===== src/rtl/obc_shift_acc.sv =====
// OBC bit-serial shift-accumulator: sums B ROM partial sums MSB-plane first, then adds the offset.
// Optional define OBC_ACC_SAT_EN saturates the accumulate and final add instead of wrapping.
module obc_shift_acc #(
  parameter int B     = 16,
  parameter int ACC_W = 48
) (
  input  logic                    clk,
  input  logic                    rst,
  input  logic                    start,
  input  logic [31:0]             romout,
  input  logic [31:0]             offset,
  output logic [$clog2(B)-1:0]    bit_sel,
  output logic                    m,
  output logic                    busy,
  output logic [ACC_W-1:0]        dout,
  output logic                    dout_valid
);

  // state | meaning
  // IDLE  | waiting for start; bit_sel and m held at 0
  // ACCUM | one bit-plane per cycle, acc = 2*acc + romout
  // FINAL | add latched offset, publish dout
  typedef enum logic [1:0] {IDLE, ACCUM, FINAL} state_t;

  localparam int SW = $clog2(B);

  state_t           state;
  logic [ACC_W-1:0] acc;
  logic [31:0]      off_q;
  logic [ACC_W-1:0] acc_nxt;
  logic [ACC_W-1:0] fin_nxt;

`ifdef OBC_ACC_SAT_EN
  localparam logic [ACC_W-1:0] ACC_MAX = {1'b0, {(ACC_W-1){1'b1}}};
  localparam logic [ACC_W-1:0] ACC_MIN = {1'b1, {(ACC_W-1){1'b0}}};

  logic [ACC_W+1:0] acc_wide;
  logic [ACC_W:0]   fin_wide;

  // Two guard bits hold 2*acc + romout exactly; clamp when the guards disagree with the sign.
  always_comb begin
    acc_wide = ({{2{acc[ACC_W-1]}}, acc} << 1) + {{(ACC_W+2-32){romout[31]}}, romout};
    if (acc_wide[ACC_W+1:ACC_W-1] == 3'b000 || acc_wide[ACC_W+1:ACC_W-1] == 3'b111)
      acc_nxt = acc_wide[ACC_W-1:0];
    else
      acc_nxt = acc_wide[ACC_W+1] ? ACC_MIN : ACC_MAX;
  end

  always_comb begin
    fin_wide = {acc[ACC_W-1], acc} + {{(ACC_W+1-32){off_q[31]}}, off_q};
    if (fin_wide[ACC_W] == fin_wide[ACC_W-1])
      fin_nxt = fin_wide[ACC_W-1:0];
    else
      fin_nxt = fin_wide[ACC_W] ? ACC_MIN : ACC_MAX;
  end
`else
  always_comb begin
    acc_nxt = (acc << 1) + {{(ACC_W-32){romout[31]}}, romout};
    fin_nxt = acc + {{(ACC_W-32){off_q[31]}}, off_q};
  end
`endif

  always_ff @(posedge clk or posedge rst) begin
    if (rst) begin
      state      <= IDLE;
      acc        <= '0;
      off_q      <= '0;
      bit_sel    <= '0;
      m          <= 1'b0;
      busy       <= 1'b0;
      dout       <= '0;
      dout_valid <= 1'b0;
    end else begin
      dout_valid <= 1'b0;
      case (state)
        IDLE: begin
          if (start) begin
            acc     <= '0;
            bit_sel <= SW'(B-1);
            m       <= 1'b1;
            off_q   <= offset;
            busy    <= 1'b1;
            state   <= ACCUM;
          end
        end
        ACCUM: begin
          // romout is combinational from the bit_sel/m driven right now
          acc <= acc_nxt;
          m   <= 1'b0;
          if (bit_sel == '0)
            state <= FINAL;
          else
            bit_sel <= bit_sel - 1'b1;
        end
        FINAL: begin
          dout       <= fin_nxt;
          dout_valid <= 1'b1;
          busy       <= 1'b0;
          state      <= IDLE;
        end
        default: state <= IDLE;
      endcase
    end
  end

endmodule


===== config.mk =====
export PLATFORM = sky130hd
export DESIGN_NAME = obc_shift_acc
export DESIGN_NICKNAME = d
export VERILOG_FILES = /design/src/rtl/obc_shift_acc.sv
export SDC_FILE = /design/constraint.sdc
export NUM_CORES = 1
export LEC_CHECK = 0
export CAP_MARGIN = 20
export CORE_ASPECT_RATIO = 1.4
export CORE_MARGIN = 2
export CORE_UTILIZATION = 25
export DETAILED_ROUTE_END_ITERATION = 6
export DONT_BUFFER_PORTS = 1
export PLACE_DENSITY = 0.4
export SLEW_MARGIN = 0
export SYNTH_ARGS = -nofsm -noshare
export SYNTH_HDL_FRONTEND = slang
export SYNTH_SLANG_ARGS = --single-unit

===== constraint.sdc =====
create_clock -name clk -period 6.85 [get_ports clk]
set_clock_uncertainty 0.1 [all_clocks]
set_input_delay 1.0275 -clock clk [delete_from_list [all_inputs] [get_ports clk]]
set_output_delay 1.0275 -clock clk [all_outputs]
set_load 0.005 [all_outputs]

== Yosys cells after proc, flatten, opt, wreduce, memory -nomap -nowiden ==
Index checks and enable logic that the tools add are counted.

* Bits in registers: 137
* Word-level logic and storage cells: 37
* Output and inout port bits: 55
* Input port bits: 67

* Eq/ne operators: 5
* Reductions and logical operators: 9
* Muxes and demuxes: 12
* Add/sub/neg operators: 3

{| class="wikitable"
|+ Operators by type and width
! cell !! number
|-
| 48-bit adder || 2
|-
| 48-bit one-hot mux with 2 select lines || 1
|-
| 48-bit 2-to-1 mux || 1
|-
| 4-bit 2-to-1 mux || 2
|-
| 4-bit one-hot mux with 2 select lines || 1
|-
| 2-bit AND reduction || 4
|-
| 2-bit inequality test, second input constant || 3
|-
| 4-bit logical NOT || 1
|-
| 2-bit 2-to-1 mux || 2
|-
| 1-bit one-hot mux with 2 select lines || 2
|-
| 2-bit one-hot mux with 2 select lines || 1
|-
| 2-bit nonzero test || 2
|-
| 4-bit by 1-bit subtractor with 4-bit output, second input constant || 1
|-
| 3-bit AND reduction || 1
|-
| 2-bit by 1-bit equality test with 1-bit output, second input constant || 1
|-
| 2-bit equality test, second input constant || 1
|-
| 2-bit logical NOT || 1
|-
| 1-bit 2-to-1 mux || 2
|}

== Depth between registers and ports, before layout ==
Gate-level depths: netlist (run 1).

* Depth in word-level cells: 3
* Depth in mapped cells: 11
* Gate-level depth less buffers: 11

== Worst setup path before layout (run 1) ==
No wires, ideal clock.

* Path type: input-to-reg
* From: in romout[1]
* To: reg acc[41]
* Stages: 11
* Slack: 3,382 ps
* Setup time: 131 ps
* Data required time: 6,619 ps
* Path buffers: 0
* Arrival time: 3,238 ps
* Path through: ha_1 -> fa_1 -> a211o_1 -> a21oi_1 -> o221a_2 -> a21oi_1 -> o21ai_1 -> a31oi_2 -> a311oi_2 -> xor2_1 -> o21ai_1

* Longest elaborated chain between the ends: 2

{| class="wikitable"
|+ RTL lines
! item !! line !! RTL
|-
| start: declaration || 10 || <nowiki>input logic [31:0] romout,</nowiki>
|-
| 48-bit adder || 58 || <nowiki>acc_nxt = (acc << 1) + {{(ACC_W-32){romout[31]}}, romout};</nowiki>
|-
| 48-bit one-hot mux with 2 select lines || 75 || <nowiki>case (state)</nowiki>
|-
| end signal: assignment || 88 || <nowiki>acc <= acc_nxt;</nowiki>
|-
| end: declaration || 28 || <nowiki>logic [ACC_W-1:0] acc;</nowiki>
|}

Every way passes these cells.
A chain may end at the register's enable or synchronous reset.

== Worst setup path in the final report (run 1) ==
* From: reg acc[0]
* To: reg dout[34]

* Longest elaborated chain between the ends: 1

{| class="wikitable"
|+ RTL lines
! item !! line !! RTL
|-
| 48-bit adder || 59 || <nowiki>fin_nxt = acc + {{(ACC_W-32){off_q[31]}}, off_q};</nowiki>
|-
| end signal: assignment || 96 || <nowiki>dout <= fin_nxt;</nowiki>
|-
| end: declaration || 15 || <nowiki>output logic [ACC_W-1:0] dout,</nowiki>
|}

Every way passes these cells.

==> flow_metrics.py, run 1 <==
metrics = {
    "outcome": {
        "run_status": "finished clean",
    },
    "clock_tree": {
        "cts_buffer_depth": 2,
        "postCtsSetupRepairBufs": 0,
        "cts_hold_buffers": 0,
        "ctsHtreeMaxLevel": 4,
        "clk_pin_slew_worst_paths_ns": 0.07,
        "clkLatencyLatePin_ns": 0.45,
        "cts_root_buf": "clkbuf_16",
        "post_cts_resized": 0,
        "cts_sinks": 137,
        "cts_buffers": 17,
        "cts_tree": "done",
    },
    "setup_path": {
        "path_max_fanout": 4,
        "slowest_stage": "a21oi_1",
        "startpoint_type": "register",
        "reg2reg_slack_ns": 3.22,
        "worstPathArrival_ns": 3.84,
        "r2r-start": "acc[0]",
        "crit_buf_inv": 0,
        "critPathLaunch": "acc[0]",
        "crit_path_cell_trace": "ha_1, fa_1, a21oi_1, o21ai_0, a21oi_1, o211ai_4, a21oi_2, o21ai_0, a21oi_1, xor2_1, o21ai_0",
        "critPathRequiredTime_ns": 7.06,
        "worstSetupPathType": "reg2reg",
        "slowest_delay_ns": 0.61,
        "crit_family": "compound AO/OA/AOI/OAI gates",
        "endpoint_kind": "register",
    },
    "logic_synthesis": {
        "synthArstFlopShare": 1.000,
        "ys_ff_latch": 137,
        "syn_nets": 1392,
        "ys.flop_type": "dfrtp_1",
        "synth-seq-area-share": 0.3324,
        "netlist_area_um2": 10310,
        "avgSynthCellArea_um2": 8.391,
        "yosys_warnings": 0,
        "synth_edf_count": 0,
        "synthCells": 1229,
        "synth_cell_type_count": 89,
    },
    "sta": {
        "finalMaxSlewViolations": 0,
        "hold_viol": 0,
        "rsz0062_at_grt": "false",
        "setup_viol": 0,
        "holdWs_ns": 0.3809,
        "period_needed_ns": 3.626,
        "period_share": 0.5294,
        "relSlewSlack": 0.3654,
        "worstMarginPinSlew_ns": 0.9519,
        "fmax_mhz": 275.8,
        "tns_ns": 0,
    },
    "hold_path": {
        "worst_hold_startpoint": "off_q[2]",
        "hold_path.class": "reg2reg",
    },
    "global_routing": {
        "antenna_found_initial": 2,
        "grt_max_degree": 94,
        "busiest_layer": "met2",
        "grt_pass1_vias": 9029,
        "gr-usage-all-layers": 0.1585,
        "overflow": 0,
        "grt_use_met1": 0.1754,
        "grt_pass1_wl_mm": 52.26,
        "grt.met3_usage": 0.03980,
        "met2_usage": 0.2884,
    },
    "run": {
        "cap_viol_max_count": 0,
    },
    "finish": {
        "fillers": 4503,
        "final_area_um2": 11380,
        "area_growth_pct": 10.35,
        "layout_commonest_cell": "nand2_1",
        "nets": 1361,
        "drive_above_1_share": 0.07107,
        "mostFrequentLayoutCells": "nand2_1 (260), dfrtp_1 (137), o21ai_0 (107), a21oi_1 (105), ha_1 (94)",
    },
    "die": {
        "fp.coreArea_um2": 40960,
        "start_util": 0.2518,
        "die_area_um2": 42910,
        "die_y_um": 244.3,
        "die_x_um": 175.7,
        "rows": 88,
        "io_pins": 122,
    },
    "place": {
        "port_buffers": 0,
        "finalWeightedCongestion": 0.8680,
        "dpl.hpwl_mm": 25.57,
        "postPlaceCellArea_um2": 10810,
    },
    "power": {
        "vdd_drop_max_mv": 0.1632,
        "p_leak_uw": 0.005083,
        "p_per_area_nw_per_um2": 601.9,
    },
    "route": {
        "vias_per_cell": 5.025,
        "firstDrtPassIters": 5,
        "ant_nets": 0,
        "drt_iter0_drc": 386,
        "wire_per_inst_um": 18.76,
        "drc": 0,
        "routed_wl_mm": 32.87,
        "vias": 8804,
    },
}
kinds of logic (layout without fill, tap and decap cells):
family                   after synthesis  in the layout  synth area share
AO/OA/AOI/OAI                        398            398            0.2519
XOR/XNOR                              81             81           0.06879
adder cells (fa/ha/maj)               96             96            0.1179
buffers and inverters                 73             54           0.03094
flip-flops                           137            137            0.3324
multiplexers                           4              4          0.004004
other                                  0              2                 0
AND/OR/NAND/NOR                      440            440            0.1940
registers in the layout, indices dropped and copies added, names as in the netlist:
| signal | cells |
|---|---|
| dout_valid | 1 |
| m | 1 |
| busy | 1 |
| acc | 48 |
| dout | 48 |
| off_q | 32 |
| state | 2 |
| bit_sel | 4 |
worst min-delay path, delay by kind of cell, from the launching register on:
kind	cells	cell delay [ns]
and+or+nand+nor	2	0.10
DFF	1	0.35
per-stage QoR:
stage | total power (uW) | std cells | worst slack (ns) | util
floorplan | 4872 | 1229 | 2.055 | -
global placement | 5994 | 1719 | 2.984 | 0.2639
detailed placement | 5988 | 1719 | 2.959 | 0.2639
CTS | 6961 | 1750 | 3.179 | 0.2777
global route | 7538 | 1750 | 2.986 | 0.2777
finish | 6849 | 1752 | 3.224 | 0.2778
cells in the mapped netlist (4+ instances only):
cell type,count,area share
a211o_1,4,0.0034
a21boi_0,4,0.0029
a21o_1,52,0.038
a21oi_1,105,0.051
a21oi_2,4,0.0034
a221o_1,4,0.0039
a22o_1,4,0.0034
a31oi_1,16,0.0097
and2_1,5,0.0030
and3_1,9,0.0055
and4_1,4,0.0034
buf_2,8,0.0039
clkbuf_1,42,0.015
dfrtp_1,137,0.33
ha_1,94,0.11
inv_1,16,0.0058
nand2_1,260,0.095
nand2b_1,6,0.0036
nand3_1,32,0.016
nand4_1,19,0.012
nor2_1,48,0.017
nor2b_1,8,0.0049
nor3_1,12,0.0058
nor3b_1,4,0.0029
o21a_1,11,0.0080
o21ai_0,108,0.052
o21ai_1,21,0.010
o21bai_1,8,0.0058
o31ai_1,5,0.0036
or3_1,5,0.0030
xnor2_1,44,0.037
xor2_1,37,0.031
routing by layer:
metal  routed length, um  vias to the layer above
li1                    -                     4378
met1               13430                     4216
met2               17030                      163
met3                1512                       47
met4                 898                        0
met5                   0                        -
path summary, 6_finish.rpt:
kind                       depth (start not counted)  endpoint
max                                               11  dout[34]
min                                                2  off_q[2]
max reg2reg                                       11  dout[34]
min reg2reg                                        2  off_q[2]
max in group asynchronous                          2    acc[5]
min in group asynchronous                          1  dout[31]
layout make-up:
class,instances,area (um^2),share of cell area
well taps,540,675.6,0.05937
inverters,16,65.06,0.005717
clock buffers,21,440.4,0.03870
diodes,2,5.005,0.0004398
clock inverters,10,123.9,0.01089
repair buffers,7,52.55,0.004618
flip-flops and latches,137,3428,0.3013
multi-input cells,1019,6589,0.5790
report_power, final:
group | leakage, uW | switching [uW] | internal (uW)
Clock | 0.000267 | 390 | 535
Combinational | 0.00318 | 2590 | 1710
Sequential | 0.00164 | 392 | 1230
Total | 0.00508 | 3370 | 3470
Note: power is estimated with default switching activity, not from simulation.
==> run 2, diff against run 1 <==
--- a/config.mk
+++ b/config.mk
@@ -11,7 +11,7 @@
 export CORE_UTILIZATION = 25
 export DETAILED_ROUTE_END_ITERATION = 6
 export DONT_BUFFER_PORTS = 1
-export PLACE_DENSITY = 0.4
+export PLACE_DENSITY = 0.42
 export SLEW_MARGIN = 0
 export SYNTH_ARGS = -nofsm -noshare
 export SYNTH_HDL_FRONTEND = slang
==> constraint.sdc (replaced) <==
create_clock -name clk -period 3.2 [get_ports clk]
set_clock_uncertainty 0.1 [all_clocks]
set_input_delay 0.48 -clock clk [delete_from_list [all_inputs] [get_ports clk]]
set_output_delay 0.48 -clock clk [all_outputs]
set_load 0.005 [all_outputs]
==> run 2 against run 1 <==
Die area stayed put. Hold slack worse by 0.35 ns. Global-route usage increased by 0.14 points. Fmax up 19%. Core utilization up 1.4 points. Wire length up 0.53%. Setup slack worse by 3.1 ns. Count of clock-buffer cells in the layout decreased by 1. Combinational power grew 130%. Flip-flop and latch count unchanged.
==> flow_metrics.py, run 2 (same netlist as run 1, synthesis figures left out) <==
metrics = {
    "sta": {
        "period_needed_ns": 3.039,
        "setup_viol": 0,
        "fmax_mhz": 329.0,
        "worst_slack_ns": 0.1606,
        "rsz0062_at_grt": "false",
        "period_share": 0.9498,
        "worstMarginPinSlew_ns": 0.7886,
        "hold_viol": 0,
        "relSlewSlack": 0.4742,
        "finalMaxSlewViolations": 0,
    },
    "finish": {
        "drive_above_1_share": 0.1170,
        "reg_top3": "acc x48, dout x48, off_q x32",
        "mostFrequentLayoutCells": "nand2_1 (260), dfrtp_1 (137), o21ai_0 (106), a21oi_1 (103), ha_1 (94)",
        "nets": 1416,
        "fin_util": 0.2914,
        "layout_commonest_cell": "nand2_1",
        "area_growth_pct": 15.75,
        "n_antenna_cell": 0,
    },
    "clock_tree": {
        "cts_root_buf": "clkbuf_16",
        "cts_tree": "done",
        "cts_buffers": 17,
        "cts_sinks": 137,
        "cts_buffer_depth": 2,
        "ctsHtreeMaxLevel": 4,
        "clkLatencyLatePin_ns": 0.45,
        "postCtsSetupRepairBufs": 0,
        "clk_pin_slew_worst_paths_ns": 0.06,
    },
    "die": {
        "io_pins": 122,
        "die_area_um2": 42910,
        "die_x_um": 175.7,
        "start_util": 0.2518,
        "fp.coreArea_um2": 40960,
        "rows": 88,
        "die_y_um": 244.3,
    },
    "route": {
        "firstDrtPassIters": 5,
        "drt_iter0_drc": 366,
        "wire_per_inst_um": 18.31,
        "vias_per_cell": 4.935,
        "routed_wl_mm": 33.05,
        "ant_nets": 0,
        "vias": 8907,
        "drc": 0,
    },
    "global_routing": {
        "grt.met3_usage": 0.03949,
        "grt_max_degree": 138,
        "busiest_layer": "met2",
        "grt_pass1_vias": 9352,
        "grt_use_met1": 0.1788,
        "overflow": 0,
        "met2_usage": 0.2952,
        "gr-usage-all-layers": 0.1599,
        "grt_pass1_wl_mm": 53.22,
        "antenna_found_initial": 2,
    },
    "setup_path": {
        "crit_buf_inv": 0,
        "worst_r2r_path_depth": 9,
        "worstPathArrival_ns": 3.26,
        "r2r-start": "acc[8]",
        "path_max_fanout": 7,
        "reg2reg_slack_ns": 0.16,
        "worstSetupPathType": "reg2reg",
        "r2r_end": "dout[37]",
        "endpoint_kind": "register",
        "critPathRequiredTime_ns": 3.42,
        "crit_path_cell_trace": "ha_1, and3_1, nand4_1, o21ai_4, a21boi_2, or4_4, nand2_4, a311oi_1, or3_1",
        "slowest_stage": "or4_4",
        "crit_family": "simple AND/OR/NAND/NOR gates",
        "startpoint_type": "register",
        "slowest_delay_ns": 0.63,
    },
    "hold_path": {
        "hold_path.class": "in2async",
    },
    "power": {
        "p_leak_uw": 0.005419,
        "p_per_area_nw_per_um2": 1316,
        "vdd_drop_max_mv": 0.3609,
    },
    "place": {
        "dpl.hpwl_mm": 26.02,
        "port_buffers": 0,
        "dp_slack_ns": -0.03333,
        "finalWeightedCongestion": 0.8552,
    },
    "run": {
        "cap_viol_max_count": 0,
    },
    "outcome": {
        "run_status": "finished clean",
    },
}
==> run 2: area by class of cell <==
class                      count  area (um^2)
multi-input combinational   1019         6640
clock buffer                  20        456.7
inverter                      16        63.81
sequential                   137         3428
tap                          540        675.6
clock inverter                11        193.9
fill                        4415        29020
timing repair buffer          62        478.0
==> run 2: routing by layer <==
layer | wire, um | vias up
met3 | 1589 | 39
met2 | 17300 | 155
li1 | - | 4480
met1 | 13420 | 4229
met4 | 705 | 4
met5 | 27 | -
==> run 2: stage by stage <==
stage | total power (uW) | instances | area [um^2] | TNS [ns] | hold slack, ns
finish | 15710 | 1805 | 11940 | 0 | 0.03142
global route | 17290 | 1805 | 11940 | 0 | 0.01662
CTS | 15880 | 1805 | 11890 | 0 | 0.0007468
detailed placement | 13530 | 1774 | 11230 | -0.04368 | 0.3736
global placement | 13530 | 1774 | 11230 | 0 | 0.3657
floorplan | 10430 | 1229 | 10320 | 0 | 0.3497
==> run 2: power by group <==
group	switching (uW)	total, uW	leakage [uW]	internal (uW)
registers	832	3460	0.00164	2630
logic	5780	10000	0.00346	4240
clock network	816	2240	0.000316	1420
==> run 2: timing repair <==
item                                    CTS  global route
resized for setup                         0             9
hold buffers                              0             0
endpoints found under the setup margin    0            20
==> run 2: worst max-delay path by stage <==
stage / start / to / slack (ns) / cells after the start
2_1_floorplan: romout[1] / acc[41] / 0.28 / 11
3_3_place_gp: romout[1] / acc[41] / 0.02 / 11
3_5_place_dp: romout[1] / acc[41] / -0.03 / 11
4_1_cts: acc[0] / dout[46] / 0.03 / 12
5_1_grt: acc[0] / dout[42] / 0.006 / 13
6_report: acc[8] / dout[37] / 0.16 / 9
